**config.mk**
```make
export PLATFORM = sky130hd
export DESIGN_NAME = balls_collision_scheduler
export DESIGN_NICKNAME = d
export VERILOG_FILES = /design/src/rtl/balls_collision_scheduler.sv
export SDC_FILE = /design/constraint.sdc
export NUM_CORES = 1
export LEC_CHECK = 0
export ABC_CLOCK_PERIOD_IN_PS = 2500
export CAP_MARGIN = 20
export CORE_MARGIN = 2
export CORE_UTILIZATION = 53
export DETAILED_ROUTE_END_ITERATION = 7
export GPL_TIMING_DRIVEN = 0
export HOLD_SLACK_MARGIN = 0.1
export PLACE_DENSITY = 0.79
export SYNTH_ARGS = -nofsm -noshare
export SYNTH_HDL_FRONTEND = slang
export SYNTH_SLANG_ARGS = --single-unit
```
**constraint.sdc**
```tcl
create_clock -name clk -period 2.5 [get_ports clk]
set_input_delay 0.25 -clock clk [delete_from_list [all_inputs] [get_ports clk]]
set_output_delay 0.25 -clock clk [all_outputs]
set_load 0.02 [all_outputs]
```
**src/rtl/balls_collision_scheduler.sv**
```systemverilog
// Serialises ball-pair collision requests into one speed calculator: round-robin grant,
// per-pair frame cooldown, and an abort if the calculator never reports done.
module balls_collision_scheduler #(
  parameter int NUM_BALLS       = 3,
  parameter int ID_W            = 4,
  parameter int COOLDOWN_FRAMES = 4,
  parameter int TIMEOUT_CYC     = 64
) (
  input  logic                                   clk,
  input  logic                                   reset,
  input  logic                                   startOfFrame,
  input  logic [NUM_BALLS*(NUM_BALLS-1)/2-1:0]   pair_hit,
  input  logic                                   calc_done,
  output logic                                   calc_start,
  output logic [1:0][ID_W-1:0]                   Balls_col_ID,
  output logic [NUM_BALLS-1:0]                   balls_collide,
  output logic                                   busy,
  output logic [7:0]                             served_cnt,
  output logic                                   timeout_err
);

  localparam int NUM_PAIRS = NUM_BALLS*(NUM_BALLS-1)/2;
  localparam int PIDX_W    = (NUM_PAIRS > 1) ? $clog2(NUM_PAIRS) : 1;
  localparam int CD_W      = $clog2(COOLDOWN_FRAMES+1);
  localparam int TO_W      = (TIMEOUT_CYC > 1) ? $clog2(TIMEOUT_CYC) : 1;

  typedef enum logic [1:0] {S_IDLE, S_ISSUE, S_WAIT} state_t;

  state_t                          state, next_state;
  logic [NUM_PAIRS-1:0]            pending;
  logic [NUM_PAIRS-1:0][CD_W-1:0]  cooldown;
  logic [NUM_PAIRS-1:0]            cd_zero;
  logic [PIDX_W-1:0]               rr_ptr, gnt, gnt_sel, sel_hi, sel_lo;
  logic                            found_hi, found_lo, any_pend;
  logic [TO_W-1:0]                 wait_cnt;
  logic                            finish, timed_out;
  logic [ID_W-1:0]                 lo_id, hi_id;
  logic [NUM_BALLS-1:0]            col_mask;
  logic                            nx_calc_start, nx_busy;
  logic [1:0][ID_W-1:0]            nx_ids;
  logic [NUM_BALLS-1:0]            nx_collide;

  assign any_pend  = |pending;
  assign timed_out = (state == S_WAIT) && !calc_done && (wait_cnt == TO_W'(TIMEOUT_CYC-1));
  assign finish    = (state == S_WAIT) && (calc_done || wait_cnt == TO_W'(TIMEOUT_CYC-1));

  always_comb begin
    for (int p = 0; p < NUM_PAIRS; p++) cd_zero[p] = (cooldown[p] == '0);
  end

  // Round-robin: first pending at or above rr_ptr, otherwise wrap to the lowest pending.
  always_comb begin
    found_hi = 1'b0;
    found_lo = 1'b0;
    sel_hi   = '0;
    sel_lo   = '0;
    for (int p = 0; p < NUM_PAIRS; p++) begin
      if (pending[p] && !found_lo) begin
        found_lo = 1'b1;
        sel_lo   = PIDX_W'(p);
      end
      if (pending[p] && !found_hi && PIDX_W'(p) >= rr_ptr) begin
        found_hi = 1'b1;
        sel_hi   = PIDX_W'(p);
      end
    end
    gnt_sel = found_hi ? sel_hi : sel_lo;
  end

  // Pair index -> (lower, higher) ball IDs; only legal pairs exist in the table.
  always_comb begin
    lo_id    = '0;
    hi_id    = '0;
    col_mask = '0;
    for (int i = 0; i < NUM_BALLS; i++) begin
      for (int j = i + 1; j < NUM_BALLS; j++) begin
        if (gnt_sel == PIDX_W'(i*NUM_BALLS - i*(i+1)/2 + (j-i-1))) begin
          lo_id       = ID_W'(i);
          hi_id       = ID_W'(j);
          col_mask    = '0;
          col_mask[i] = 1'b1;
          col_mask[j] = 1'b1;
        end
      end
    end
  end

  always_ff @(posedge clk) begin
    if (reset) state <= S_IDLE;
    else       state <= next_state;
  end

  always_comb begin
    next_state = state;
    case (state)
      S_IDLE:  if (any_pend) next_state = S_ISSUE;
      S_ISSUE: next_state = S_WAIT;
      S_WAIT:  if (finish) next_state = S_IDLE;
      default: next_state = S_IDLE;
    endcase
  end

  // Next values of the registered outputs.
  always_comb begin
    nx_calc_start = (state == S_IDLE) && any_pend;
    nx_busy       = (next_state != S_IDLE);
    nx_ids        = Balls_col_ID;
    nx_collide    = balls_collide;
    if (state == S_IDLE && any_pend) begin
      nx_ids     = {hi_id, lo_id};
      nx_collide = col_mask;
    end else if (next_state == S_IDLE) begin
      nx_ids     = '0;
      nx_collide = '0;
    end
  end

  always_ff @(posedge clk) begin
    if (reset) begin
      pending       <= '0;
      cooldown      <= '0;
      rr_ptr        <= '0;
      gnt           <= '0;
      wait_cnt      <= '0;
      calc_start    <= 1'b0;
      busy          <= 1'b0;
      Balls_col_ID  <= '0;
      balls_collide <= '0;
      served_cnt    <= '0;
      timeout_err   <= 1'b0;
    end else begin
      // Service clear/load beats a same-cycle hit or frame decrement.
      for (int p = 0; p < NUM_PAIRS; p++) begin
        if (finish && gnt == PIDX_W'(p)) begin
          pending[p]  <= 1'b0;
          cooldown[p] <= CD_W'(COOLDOWN_FRAMES);
        end else begin
          pending[p] <= pending[p] | (pair_hit[p] & cd_zero[p]);
          if (startOfFrame && !cd_zero[p]) cooldown[p] <= cooldown[p] - CD_W'(1);
        end
      end
      if (state == S_IDLE && any_pend) gnt <= gnt_sel;
      if (state == S_ISSUE)     wait_cnt <= '0;
      else if (state == S_WAIT) wait_cnt <= wait_cnt + TO_W'(1);
      if (finish) begin
        rr_ptr <= (gnt == PIDX_W'(NUM_PAIRS-1)) ? '0 : gnt + PIDX_W'(1);
        if (calc_done) served_cnt <= served_cnt + 8'd1;
        if (timed_out) timeout_err <= 1'b1;
      end
      calc_start    <= nx_calc_start;
      busy          <= nx_busy;
      Balls_col_ID  <= nx_ids;
      balls_collide <= nx_collide;
    end
  end

endmodule

```
After elaboration in Yosys (flattened, before gate mapping)
Cells that the tools add are included.
{ "word_totals": {"ff_bits": 46, "in_bits": 7, "output_inout_bits": 22, "wordCells": 118} }
{ "op_classes": {"n_addsub": 6, "order_cmp": 3, "n_eq_ne": 7, "muxes": 31, "bitwise_logic": 6, "reduce_logical": 45} }
{ "ops": {"columns": ["operator", "count"], "rows": [
  ["two-way mux 3 bit", 10],
  ["logical AND 1 bit", 17],
  ["two-way mux 8 bit", 2],
  ["two-way mux 2 bit", 7],
  ["nonzero test 2 bit", 5],
  ["zero test 3 bit", 3],
  ["two-way mux 1 bit", 9],
  ["subtractor 3 x 1 -> 3 bit, second input constant", 3],
  ["adder 8 x 1 -> 8 bit, second input constant", 1],
  ["zero test 1 bit", 8],
  ["zero test 2 bit", 4],
  ["two-way mux 4 bit", 2],
  ["OR reduction 2 bit", 4],
  ["adder 6 x 1 -> 6 bit, second input constant", 1],
  ["equality test 2 x 1 -> 1 bit, second input constant", 3],
  ["equality test 2 bit, second input constant", 3],
  ["equality test 6 bit, second input constant", 1],
  ["case mux 2 bit (3 select lines)", 1],
  [">= comparator 1 x 2 -> 1 bit, first input constant", 2],
  ["AND reduction 2 bit", 2],
  ["bitwise AND 1 bit", 3],
  ["OR 1 bit", 3],
  ["OR reduction 3 bit", 1],
  ["adder 2 x 1 -> 2 bit, second input constant", 1],
  ["other kinds (2)", 2]
]} }

Depth between registers and ports, before layout
{ "depth": {"ltp_word": 17, "ltp_mapped": 6, "depth_no_buf": 6} }

Worst setup path before layout
No wires, ideal clock.
{ "synth_timing": {"path_type": "reg-to-reg", "from": "reg rr_ptr[1]", "to": "reg Balls_col_ID[5] (netlist name)", "setup_ns": 0.117, "arrival_time_ns": 1.272, "required_time_ns": 2.383, "setup_slack_ns": 1.111, "stages_incl_launch_ff": 6, "n_path_buf": 0, "synth_period_minus_slack_ns": 1.389, "path_cell_list": "dfxtp_1 nand2b_1 a21oi_1 o21ai_0 ha_1 a22o_1"} }
{ "synth_via": {"elab_chain_len": 16, "word_cells_on_any_way": 21, "cone_classes": "order compare: 3; eq/ne: 2; mux: 9; reduce/logical: 7"} }
{ "synth_lines": {"columns": ["item", "line", "source"], "rows": [
  ["start: declaration", "33", "logic [PIDX_W-1:0] rr_ptr, gnt, gnt_sel, sel_hi, sel_lo;"],
  ["start signal: assignment", "146", "rr_ptr <= (gnt == PIDX_W'(NUM_PAIRS-1)) ? '0 : gnt + PIDX_W'(1);"],
  [">= comparator 1 x 2 -> 1 bit", "62", "if (pending[p] && !found_hi && PIDX_W'(p) >= rr_ptr) begin"],
  ["logical AND 1 bit", "62", null],
  ["two-way mux 1 bit", "62", null],
  ["zero test 1 bit", "62", null],
  ["logical AND 1 bit (2 in series)", "62", null],
  ["two-way mux 1 bit", "62", null],
  ["zero test 1 bit", "62", null],
  ["logical AND 1 bit (2 in series)", "62", null],
  ["two-way mux 2 bit or two-way mux 1 bit (tied branches)", "62", null],
  ["two-way mux 2 bit *", "67", "gnt_sel = found_hi ? sel_hi : sel_lo;"],
  ["equality test 2 x 1 -> 1 bit", "77", "if (gnt_sel == PIDX_W'(i*NUM_BALLS - i*(i+1)/2 + (j-i-1))) begin"],
  ["two-way mux 4 bit", "77", null],
  ["two-way mux 4 bit *", "77", null],
  ["two-way mux 8 bit *", "109", "if (state == S_IDLE && any_pend) begin"],
  ["end signal: assignment", "152", "Balls_col_ID <= nx_ids;"],
  ["end: declaration", "15", "output logic [1:0][ID_W-1:0] Balls_col_ID,"]
]} }
Every way passes the cells marked *; elsewhere a longest branch is shown, timed or not.
A chain may end at the register's enable or synchronous reset.

Worst setup path in the final report
{ "layout_timing": {"from": "reg served_cnt[3]", "to": "out served_cnt[3]"} }
{ "layout_lines": {"columns": ["item", "line", "source"], "rows": [
  ["start: declaration", "18", "output logic [7:0] served_cnt,"],
  ["start signal: assignment", "147", "if (calc_done) served_cnt <= served_cnt + 8'd1;"]
]} }
No word-level cell between the ends.

==> metrics.md <==
| Metric | Value |
|---|---|
| Status | `completed` |
| Max Clk Rate | `0.598 GHz` |
| CP bufs+invs | `1` |
| Routed WL per cell | `approximately 12 µm` |
| Via/cell ratio | `5.12` |
| CTS tree | `built` |
| Initial antenna violation count | `0` |
| Synth Register Bits | `40` |
| CP peak stage delay | `0.64 ns` |
| Critical Path Source Type | `register` |
| Hold crit path type | `in -> reg` |
| Vias in the first global route | `1320` |
| Final Non-Filler Cells | `281` |
| Cts repair resizes | `0` |
| Ratio of cells with drive above 1 in the final layout | `8.09%` |
| First-pass GRT wire length | `between 5000 and 6000 µm` |
| # IOs | `29` |
| Post-synth EDFFs | `0` |
| Yosys top cell area share | `44.0%` |
| Core Region | `3310 µm²` |
| Final Slew Violations | `0` |
| Gpl congestion | `0.791` |
| Main synth FF type | `dfxtp_1` |
| Via Count | `about 1400` |
| Kind of critical path | `reg -> out` |
| Syn Area/Cell | `9.06 µm²` |
| Worst path slowest cell | `clkdlybuf4s50_1` |
| Synth async-reset ratio | `0%` |
| Hold-fix buffers, CTS | `0` |
| Required time of the critical path | `~2.3 ns` |
| Synth cell types | `38` |
| Critical Path, Cell by Cell | `clkdlybuf4s50_1` |
| Post-route DRC | `0` |
| Most frequent cell after synthesis | `dfxtp_1` |
| GRT Overall Usage | `18.4%` |
| Clock buffer depth | `2` |
| Nets@finish | `251` |
| Total clock sinks | `40` |
| Post-synth top cells | `dfxtp_1 (40), nor2_1 (17), a21oi_1 (14), inv_1 (14)` |
| DRT Pass-1 Iters | `4` |
| Post-Route WL | `3270 µm` |
| Crit-path max FO | `7` |
| Die width | `62.6 µm` |
| Max-cap violations | `0` |
| Area Overhead vs Synth | `20.3%` |
| Die area | `about 3900 µm²` |
| Worst vdd ir | `491 µV` |
| RSZ-0062 raised after global routing | `no` |
| Fin. Hold Viols | `0` |
| Starting Density | `55.0%` |
| Min Clock Period, post-route | `1.67 ns` |
| Post-CTS setup buffers | `0` |
| TritonCTS Buffers | `5` |
| Placed inst area | `approximately 2100 µm²` |
| Largest net degree at the start of global routing | `13` |
| CP endpoint kind | `output port` |
| Yosys warnings | `0` |
| Setup TNS | `0 ns` |
| Synthesized area | `about 1800 µm²` |
| Clk root buf | `clkbuf_4` |
| # rows | `21` |
| Power density over the cells | `945 nW/µm²` |
| DRT antenna net count | `0` |
| Synth area leader | `dfxtp_1` |
| Finish-stage setup viols | `0` |
| Initial drt markers | `50` |
| H-tree depth | `2` |
| Port bufs | `22` |
| Skew final | `around 0.012 ns` |
| Sequential-to-total area share from yosys stat | `approximately 44%` |
| Worst skew pair latency | `0.35 ns` |
| WHS | `0.223 ns` |
| Final instance area | `roughly 2200 µm²` |
| Die Y | `62.6 µm` |
| Cells taking the most area after synthesis | `dfxtp_1 (44%), ha_1 (6.9%), a21oi_1 (3.8%)` |
| Antenna Cells | `0` |
| Detailed Place HPWL | `2440 µm` |
| Clk slew on worst S/H paths | `between 0.1 and 0.15 ns` |
| Worst path arrival time | `~1.4 ns` |
| Fin crit share | `around 67%` |
| Top delay family on crit path | `buffers and inverters` |
| GRT overflow | `0` |
| Leakage | `0.877 nW` |
| Placed Cells incl. Taps | `273` |
| Post-Synthesis Cells | `201` |
-- logic make-up after synthesis --
group	count (synthesis)	synth area share (%)
compound gates	36	13.6
flops	40	44.0
other cells	1	0.206
xor+xnor	13	6.25
fa+ha+maj	10	6.87
buf+inv	24	6.46
simple gates	75	21.6
mux	2	1.10
-- cells in the final DEF (no fill, tap or decap), drive strengths merged, types with 6 or more instances in the layout --
master	n
dfxtp	40
a21oi	15
nor3	13
clkbuf	8
nor2	17
nand2b	8
xor2	7
clkdlybuf4s50	22
nand2	13
nand4	6
xnor2	6
inv	14
ha	10
buf	8
-- path summary, 6_finish.rpt --
kind                              startpoint                        to  slack (ns)  depth (start not counted)
setup reg to reg    wait_cnt[0]$_SDFFE_PP0N_  cooldown[7]$_SDFFE_PP0P_        0.86                          5
setup / recovery  served_cnt[3]$_SDFFE_PP0P_             served_cnt[3]        0.83                          1
hold reg to reg     timeout_err$_SDFFE_PP0P_  timeout_err$_SDFFE_PP0P_        0.49                          2
hold / removal                         reset  cooldown[1]$_SDFFE_PP0P_        0.22                          2
-- layout make-up --
| cell class | instances | area [µm²] |
|---|---|---|
| Fill cell | 300 | 1120 |
| Multi-Input combinational cell | 141 | 918 |
| Sequential cell | 40 | 801 |
| Timing Repair Buffer | 22 | 220 |
| Buffer | 10 | 65.1 |
| Tap cell | 46 | 57.6 |
| Inverter | 14 | 52.6 |
| Clock buffer | 6 | 41.3 |
| Clock inverter | 2 | 35.0 |
-- per-stage QoR --
stage / worst slack [ns] / utilization [%] / total power [W]
finish: 0.829 / 66.2 / 0.00207
global placement: 0.735 / 63.9 / 0.00164
global route: 0.666 / 66.2 / 0.00223
detailed placement: 0.726 / 63.9 / 0.00167
floorplan: 1.11 / - / 0.00146
CTS: 0.819 / 66.2 / 0.00209
-- registers in the layout, indices dropped and copies added, names as in the netlist, 3 cells and up --
signal / count
Balls_col_ID: 3
pending: 3
wait_cnt: 6
cooldown: 9
served_cnt: 8
-- routing by layer --
layer	global-route usage [%]	vias to the layer above	routed length, µm
met5	0	-	0
met4	8.61	0	75
met3	5.59	8	135
met2	30.5	32	1470
met1	21.8	649	1590
li1	-	749	-
-- power by group --
part | internal, W | total (W) | switching (W) | leakage [nW]
clock | 0.000210 | 0.000419 | 0.000209 | 0.0422
sequential | 0.000782 | 0.000882 | 0.000100 | 0.326
combinational | 0.000368 | 0.000770 | 0.000402 | 0.508
(Power assumes the default switching activity.)
